### config.mk
export PLATFORM = sky130hd
export DESIGN_NAME = proc_core
export DESIGN_NICKNAME = d
export VERILOG_FILES = /design/src/rtl/proc_core_pkg.sv /design/src/rtl/proc_core_alu.sv /design/src/rtl/proc_core.sv
export SDC_FILE = /design/constraint.sdc
export NUM_CORES = 1
export LEC_CHECK = 0
export BUFFER_PORTS_ARGS = -buffer_cell sky130_fd_sc_hd__buf_2
export CORE_ASPECT_RATIO = 1.5
export CORE_MARGIN = 8
export CORE_UTILIZATION = 65
export CTS_BUF_LIST = sky130_fd_sc_hd__clkbuf_16
export DETAILED_ROUTE_END_ITERATION = 8
export PLACE_DENSITY = 0.94
export RECOVER_POWER = 100
export SKIP_LAST_GASP = 1
export SLEW_MARGIN = 20
export SYNTH_ARGS = -nofsm -noshare
export SYNTH_HDL_FRONTEND = slang
export SYNTH_SLANG_ARGS = --single-unit
### constraint.sdc
create_clock -name clk -period 12.5 [get_ports clk]
set_clock_uncertainty 0.05 [all_clocks]
set_input_delay 0.625 -clock clk [delete_from_list [all_inputs] [get_ports clk]]
set_output_delay 0.625 -clock clk [all_outputs]
set_load 0.1 [all_outputs]
### src/rtl/proc_core_pkg.sv
// proc_core_pkg
// Shared definitions for the proc_core processor slice: opcode encodings,
// instruction field bit positions and the sequencer state type.
// Optional feature macro used by the slice: PROC_CORE_CALL_EN (CALL/RET opcodes).
// Ports: none (package only).

package proc_core_pkg;

  localparam logic [3:0] OP_NOP  = 4'h0;
  localparam logic [3:0] OP_LDI  = 4'h1;
  localparam logic [3:0] OP_ADD  = 4'h2;
  localparam logic [3:0] OP_SUB  = 4'h3;
  localparam logic [3:0] OP_ADDI = 4'h4;
  localparam logic [3:0] OP_AND  = 4'h5;
  localparam logic [3:0] OP_OR   = 4'h6;
  localparam logic [3:0] OP_XOR  = 4'h7;
  localparam logic [3:0] OP_JMP  = 4'h8;
  localparam logic [3:0] OP_CALL = 4'h9;
  localparam logic [3:0] OP_RET  = 4'hA;
  localparam logic [3:0] OP_BZ   = 4'hC;
  localparam logic [3:0] OP_BNZ  = 4'hD;
  localparam logic [3:0] OP_OUT  = 4'hF;

  localparam int OPC_MSB = 15;
  localparam int OPC_LSB = 12;
  localparam int RA_MSB  = 11;
  localparam int RA_LSB  = 9;
  localparam int RB_MSB  = 8;
  localparam int RB_LSB  = 6;
  localparam int IMM_MSB = 7;
  localparam int IMM_LSB = 0;

  typedef enum logic [1:0] {
    FETCH,
    EXEC,
    WAIT
  } state_t;

endpackage

### src/rtl/proc_core_alu.sv
// proc_core_alu
// Combinational ALU for proc_core. ADD/ADDI share one adder; SUB reports the
// unsigned borrow as carry; logic ops clear carry.
// Ports:
//   a, b  in  DATA_W  operands (b is already the zero-extended immediate for ADDI)
//   op    in  4       instruction opcode
//   y     out DATA_W  result, modulo 2^DATA_W
//   z     out 1       y == 0
//   c     out 1       carry-out (ADD/ADDI) or borrow (SUB), else 0

module proc_core_alu
  import proc_core_pkg::*;
#(
  parameter int DATA_W = 16
) (
  input  logic [DATA_W-1:0] a,
  input  logic [DATA_W-1:0] b,
  input  logic [3:0]        op,
  output logic [DATA_W-1:0] y,
  output logic              z,
  output logic              c
);

  logic [DATA_W:0] w_wide;

  // One extra bit on the adder captures the carry out of the top data bit.
  always_comb begin
    w_wide = '0;
    y      = '0;
    c      = 1'b0;
    case (op)
      OP_ADD, OP_ADDI: begin
        w_wide = {1'b0, a} + {1'b0, b};
        y      = w_wide[DATA_W-1:0];
        c      = w_wide[DATA_W];
      end
      OP_SUB: begin
        y = a - b;
        c = (a < b);
      end
      OP_AND: y = a & b;
      OP_OR:  y = a | b;
      OP_XOR: y = a ^ b;
      default: ;
    endcase
    z = (y == '0);
  end

endmodule

### src/rtl/proc_core.sv
// proc_core
// Multi-cycle 16-bit-instruction processor core. Fetches from an external
// synchronous ROM, executes one instruction every STEP_DIV cycles through a
// FETCH -> EXEC -> WAIT sequence, and presents OUT results with a pulse.
// Optional feature: define PROC_CORE_CALL_EN to build a STACK_DEPTH-entry
// return stack and enable CALL (0x9) / RET (0xA); otherwise both are NOPs.
// Ports:
//   clk           in  1       rising-edge clock
//   rst           in  1       synchronous active-high reset
//   instruction   in  16      ROM data, valid one cycle after address changes
//   address       out ADDR_W  program counter to the ROM
//   result        out DATA_W  last OUT value
//   result_pc     out ADDR_W  PC of the OUT that produced result
//   result_valid  out 1       one-cycle pulse when result updates
//   flags         out 2       {carry, zero}

module proc_core
  import proc_core_pkg::*;
#(
  parameter int DATA_W      = 16,
  parameter int ADDR_W      = 4,
  parameter int STEP_DIV    = 2,
  parameter int STACK_DEPTH = 4
) (
  input  logic              clk,
  input  logic              rst,
  input  logic [15:0]       instruction,
  output logic [ADDR_W-1:0] address,
  output logic [DATA_W-1:0] result,
  output logic [ADDR_W-1:0] result_pc,
  output logic              result_valid,
  output logic [1:0]        flags
);

  if (DATA_W < 8) begin : g_bad_data_w
    $error("proc_core: DATA_W must be 8 or more");
  end
  if (ADDR_W < 1 || ADDR_W > 8) begin : g_bad_addr_w
    $error("proc_core: ADDR_W must be 1 to 8");
  end
  if (STEP_DIV < 2) begin : g_bad_step_div
    $error("proc_core: STEP_DIV must be 2 or more");
  end
  if (STACK_DEPTH < 1) begin : g_bad_stack_depth
    $error("proc_core: STACK_DEPTH must be 1 or more");
  end

  localparam int STEP_W = $clog2(STEP_DIV);
  // Last WAIT count value; unused when STEP_DIV == 2 since WAIT is skipped.
  localparam logic [STEP_W-1:0] STEP_LAST = STEP_W'((STEP_DIV > 2) ? (STEP_DIV - 3) : 0);

  state_t              r_state;
  logic [STEP_W-1:0]   r_step;
  logic [ADDR_W-1:0]   r_pc;
  logic [DATA_W-1:0]   r_regs [8];
  logic                r_zero;
  logic                r_carry;
  logic [DATA_W-1:0]   r_result;
  logic [ADDR_W-1:0]   r_result_pc;
  logic                r_result_valid;

  logic [3:0]          w_opcode;
  logic [2:0]          w_ra;
  logic [2:0]          w_rb;
  logic [DATA_W-1:0]   w_imm;
  logic [ADDR_W-1:0]   w_target;
  logic [ADDR_W-1:0]   w_pc_inc;
  logic [DATA_W-1:0]   w_a;
  logic [DATA_W-1:0]   w_b;
  logic [DATA_W-1:0]   w_alu_y;
  logic                w_alu_z;
  logic                w_alu_c;

  assign w_opcode = instruction[OPC_MSB:OPC_LSB];
  assign w_ra     = instruction[RA_MSB:RA_LSB];
  assign w_rb     = instruction[RB_MSB:RB_LSB];
  assign w_imm    = DATA_W'(instruction[IMM_MSB:IMM_LSB]);
  assign w_target = instruction[ADDR_W-1:0];
  assign w_pc_inc = r_pc + ADDR_W'(1);
  assign w_a      = r_regs[w_ra];
  assign w_b      = (w_opcode == OP_ADDI) ? w_imm : r_regs[w_rb];

  proc_core_alu #(.DATA_W(DATA_W)) u_alu (
    .a  (w_a),
    .b  (w_b),
    .op (w_opcode),
    .y  (w_alu_y),
    .z  (w_alu_z),
    .c  (w_alu_c)
  );

`ifdef PROC_CORE_CALL_EN
  localparam int SP_W  = $clog2(STACK_DEPTH + 1);
  localparam int IDX_W = (STACK_DEPTH > 1) ? $clog2(STACK_DEPTH) : 1;
  localparam logic [SP_W-1:0] SP_FULL = SP_W'(STACK_DEPTH);

  logic [ADDR_W-1:0] r_stack [STACK_DEPTH];
  logic [SP_W-1:0]   r_sp;
  logic [IDX_W-1:0]  w_push_idx;
  logic [IDX_W-1:0]  w_pop_idx;

  // r_sp counts occupied entries, so the push slot is r_sp and the top is r_sp-1.
  assign w_push_idx = IDX_W'(r_sp);
  assign w_pop_idx  = IDX_W'(r_sp - SP_W'(1));
`endif

  // The ROM output is consumed directly during EXEC: it was registered by the
  // ROM on the FETCH edge from a PC that has been stable since the last EXEC.
  // Everything architectural commits on the single EXEC edge.
  always_ff @(posedge clk) begin
    if (rst) begin
      r_state        <= FETCH;
      r_step         <= '0;
      r_pc           <= '0;
      r_zero         <= 1'b0;
      r_carry        <= 1'b0;
      r_result       <= '0;
      r_result_pc    <= '0;
      r_result_valid <= 1'b0;
      for (int i = 0; i < 8; i++) r_regs[i] <= '0;
`ifdef PROC_CORE_CALL_EN
      r_sp <= '0;
      for (int i = 0; i < STACK_DEPTH; i++) r_stack[i] <= '0;
`endif
    end else begin
      r_result_valid <= 1'b0;
      case (r_state)
        FETCH: r_state <= EXEC;
        EXEC: begin
          r_pc <= w_pc_inc;
          case (w_opcode)
            OP_NOP: ;
            OP_LDI: r_regs[w_ra] <= w_imm;
            OP_ADD, OP_SUB, OP_ADDI, OP_AND, OP_OR, OP_XOR: begin
              r_regs[w_ra] <= w_alu_y;
              r_zero       <= w_alu_z;
              r_carry      <= w_alu_c;
            end
            OP_JMP: r_pc <= w_target;
            OP_BZ:  if (r_zero)  r_pc <= w_target;
            OP_BNZ: if (!r_zero) r_pc <= w_target;
            OP_OUT: begin
              r_result       <= w_a;
              r_result_pc    <= r_pc;
              r_result_valid <= 1'b1;
            end
`ifdef PROC_CORE_CALL_EN
            // A full stack still takes the jump; the return address is lost.
            OP_CALL: begin
              r_pc <= w_target;
              if (r_sp != SP_FULL) begin
                r_stack[w_push_idx] <= w_pc_inc;
                r_sp                <= r_sp + SP_W'(1);
              end
            end
            OP_RET: begin
              if (r_sp != '0) begin
                r_pc <= r_stack[w_pop_idx];
                r_sp <= r_sp - SP_W'(1);
              end
            end
`else
            OP_CALL, OP_RET: ;
`endif
            default: ;
          endcase
          if (STEP_DIV == 2) begin
            r_state <= FETCH;
          end else begin
            r_state <= WAIT;
            r_step  <= '0;
          end
        end
        WAIT: begin
          if (r_step == STEP_LAST) begin
            r_state <= FETCH;
            r_step  <= '0;
          end else begin
            r_step <= r_step + STEP_W'(1);
          end
        end
        default: r_state <= FETCH;
      endcase
    end
  end

  assign address      = r_pc;
  assign result       = r_result;
  assign result_pc    = r_result_pc;
  assign result_valid = r_result_valid;
  assign flags        = {r_carry, r_zero};

endmodule

==> results.yml <==
pwr:
  irDropWorstVdd_mv: 0.0895
  p_leak_nw: 4.11
  powerDensity_nw_per_um2: 134
logic_synthesis:
  ys_types: 83
  synthArstFlopShare: 0
  netlist_area_sq_um: 10300
  synthFlopType: "edfxtp_1"
  avgSynthCellArea_sq_um: 9.96
  ys_seq_area_frac: 0.428
  postSynthCellCount: 1033
  yosys_warnings: 0
  ys_ff_latch: 156
  synth_edf_count: 128
  synth_nets: 1102
routing:
  firstDrtPassIters: 9
  wl_um: 33700
  num_vias: 9383
  drtIter0Drc: 1860
  drt-wirelength-per-cell_um: 26.9
  antenna_left: 0
  drc: 0
  via_per_inst: 7.50
worst_setup_path:
  path_delay_family: "compound AO/OA/AOI/OAI gates"
  critical_path_required_ns: 12.58
  crit_end: "r_regs[1][14]$_SDFFCE_PN0P_"
  cp_cell_sequence: "clkbuf_1 -> nor3_2 -> clkbuf_1 -> nand2_1 -> o21a_1 -> inv_1 -> ha_1 -> inv_1 -> fa_1 -> nor2b_1 -> o211ai_1 -> o311ai_0 -> a22oi_1 -> and3b_1 -> o31ai_1 -> o21ai_0 -> nor2_1"
  path_depth: 17
  critPathKind: "in -> reg"
  worstSetupEndpointType: "flip-flop"
  r2r-start: "r_regs[1][5]$_SDFFCE_PN0P_"
  rrSetupSlack_ns: 7.57
  crit_start: "instruction[13]"
  slowest_delay_ns: 0.98
  r2r-end: "r_regs[1][14]$_SDFFCE_PN0P_"
  startpoint_type: "primary input"
  critPathMaxFanout: 34
  path_buf_inv: 4
  crit_arrival_ns: 6.22
  cpMaxStageDelayCell: "clkbuf_1"
  rr_worst_depth: 10
cells_and_area:
  instances_no_fill: 1251
  n_fill_cell: 1085
  nets: 1104
  final_area_sq_um: 11000
  final_util: 0.710
  area_growth_syn_to_layout_pct: 7.33
  register_area_sq_um: 4400
  drive_gt1_frac: 0.107
  diodes: 0
  multi_input_area_sq_um: 5310
timing:
  max_freq_mhz: 163
  layout_min_cycle_time_ns: 6.13
  fin_hold_ws_ns: 0.447
  slew_violations: 74
  final.setup.tns_ns: 0
  fin_crit_sh: 0.491
  setup_viol: 0
  tightest_slew_ns: 1.97
  rsz0062_at_grt: "no"
  slew_headroom: -0.315
  finalHoldViolCount: 0
global_route:
  grt_pass1_wl_um: 50500
  first_global_vias: 9149
  global_route.usage.total: 0.328
  grt_overflow: 0
  antenna_found_initial: 0
  grt_max_degree: 39
floorplan:
  ioPinCount: 45
  dieArea_sq_um: 20200
  rows: 56
  core_area_sq_um: 15600
  die_w_um: 119
  die_h_um: 170
  start_util: 0.661
flow_run:
  cap_violations: 2
place:
  io_buffers: 44
  placedCellCount: 1219
  gp_congestion: 1.04
  place_area_sq_um: 10500
  dpl.hpwl_um: 20900
run_status:
  status: "complete, but fails checks"
  violations: "max-capacitance violations, max-slew violations"
clocking:
  ctsHtreeMaxLevel: 4
  clkTransAtPathRegs_ns: 0.07
  cts_hold_buffers: 0
  clk_latency_ns: 0.44
  tritoncts_num_sinks: 156
  root_buffer: "clkbuf_16"
  cts_buffers: 17
  clk_path_buf_depth: 2
  post_cts_resized: 0
  cts_setup_buffers: 0
  cts_tree: "done"
worst_hold_path:
  hold_class: "in -> reg"
## cell usage in the layout (no fill, tap or decap), drive strengths merged, types with 6 or more instances in the layout
cell / count
nand2b: 28
a31oi: 6
nor2: 197
inv: 60
o21ai: 53
a22o: 17
ha: 49
nor2b: 7
and3: 18
o211ai: 8
a21o: 14
a221oi: 21
nor3b: 6
a211oi: 29
mux4: 32
nor3: 13
buf: 23
clkbuf: 48
edfxtp: 128
a22oi: 35
dfxtp: 28
nand2: 75
o21a: 10
nand3: 8
o31ai: 9
a21oi: 36
mux2i: 18
## sequential cells by signal (all words and copies together), names as in the netlist
| register | cells |
|---|---|
| result_pc | 4 |
| r_zero | 1 |
| result | 16 |
| r_carry | 1 |
| r_state | 1 |
| r_regs | 128 |
| address | 4 |
| result_valid | 1 |
## power by group
group	switching [mW]	internal [mW]
sequential	0.0130	0.579
combinational	0.218	0.108
clock	0.245	0.322
total	0.476	1.01
## cells in the mapped netlist, types with 8 or more instances
library cell	number	area share
nor2_1	195	0.071
edfxtp_1	128	0.37
nand2_1	66	0.024
ha_1	49	0.060
inv_1	48	0.018
clkbuf_1	40	0.015
o21ai_0	39	0.019
a21oi_1	35	0.017
a22oi_1	35	0.026
mux4_2	32	0.070
dfxtp_1	28	0.054
nand2b_1	28	0.017
a211oi_1	25	0.018
buf_2	22	0.011
a221oi_1	18	0.015
and3_1	18	0.011
mux2i_1	18	0.018
a22o_1	17	0.014
a21o_1	14	0.010
o21ai_1	12	0.0058
nor3_1	11	0.0054
o21a_1	10	0.0073
nand2_2	9	0.0055
o211ai_1	8	0.0058
## area by class of cell
cell class | instances | area share
well taps | 203 | 0.0230
clock inverters | 15 | 0.0181
multi-input cells | 755 | 0.481
flip-flops and latches | 156 | 0.399
inverters | 51 | 0.0173
repair buffers | 54 | 0.0228
clock buffers | 17 | 0.0385
## metal layers
layer  up-vias  global-route usage  part of all wire
met5         -                   0                 0
met4         0               0.274             0.090
met3       290              0.0720              0.13
met2       995               0.528              0.47
met1      4279               0.367              0.31
li1       3819                   -                 -
## worst reg2reg max path, stage by stage, from the launching register on
cell and delay, ns:
edfxtp_1 0.45, mux4_2 0.57, mux2i_1 0.22, o21a_1 0.21, ha_1 0.34, o311ai_0 1.15, a22oi_1 0.30, a21oi_1 0.25
o31ai_1 0.11, o21ai_0 0.82, nor2_1 0.15
## cells by family (layout without fill, tap and decap cells)
kind of cell    after synthesis  in the layout  share of synthesized area
simple gates                377            377                      0.172
flops                       156            156                      0.428
compound gates              270            270                      0.192
buf+inv                     122            137                     0.0505
xor+xnor                      4              4                    0.00341
fa+ha+maj                    51             51                     0.0635
mux                          53             53                     0.0909
## stage by stage
stage	setup slack, ns	total power, mW
finish	6.37	1.48
global placement	7.49	0.911
global route	6.09	1.52
floorplan	8.02	0.841
detailed placement	7.45	0.917
CTS	7.82	1.47
## worst min-delay path by stage
stage | from | end | slack (ns) | cells past startpoint
2_1_floorplan | r_carry$_SDFFE_PP0P_ | r_carry$_SDFFE_PP0P_ | 0.43 | 2
4_1_cts | instruction[1] | address[1]$_SDFFE_PP0P_ | 0.44 | 3
3_3_place_gp | result_pc[1]$_SDFFE_PP0P_ | result_pc[1]$_SDFFE_PP0P_ | 0.42 | 2
6_report | instruction[1] | address[1]$_SDFFE_PP0P_ | 0.45 | 3
5_1_grt | instruction[1] | address[1]$_SDFFE_PP0P_ | 0.46 | 3
3_5_place_dp | result_pc[3]$_SDFFE_PP0P_ | result_pc[3]$_SDFFE_PP0P_ | 0.43 | 2
(Power assumes the default switching activity.)
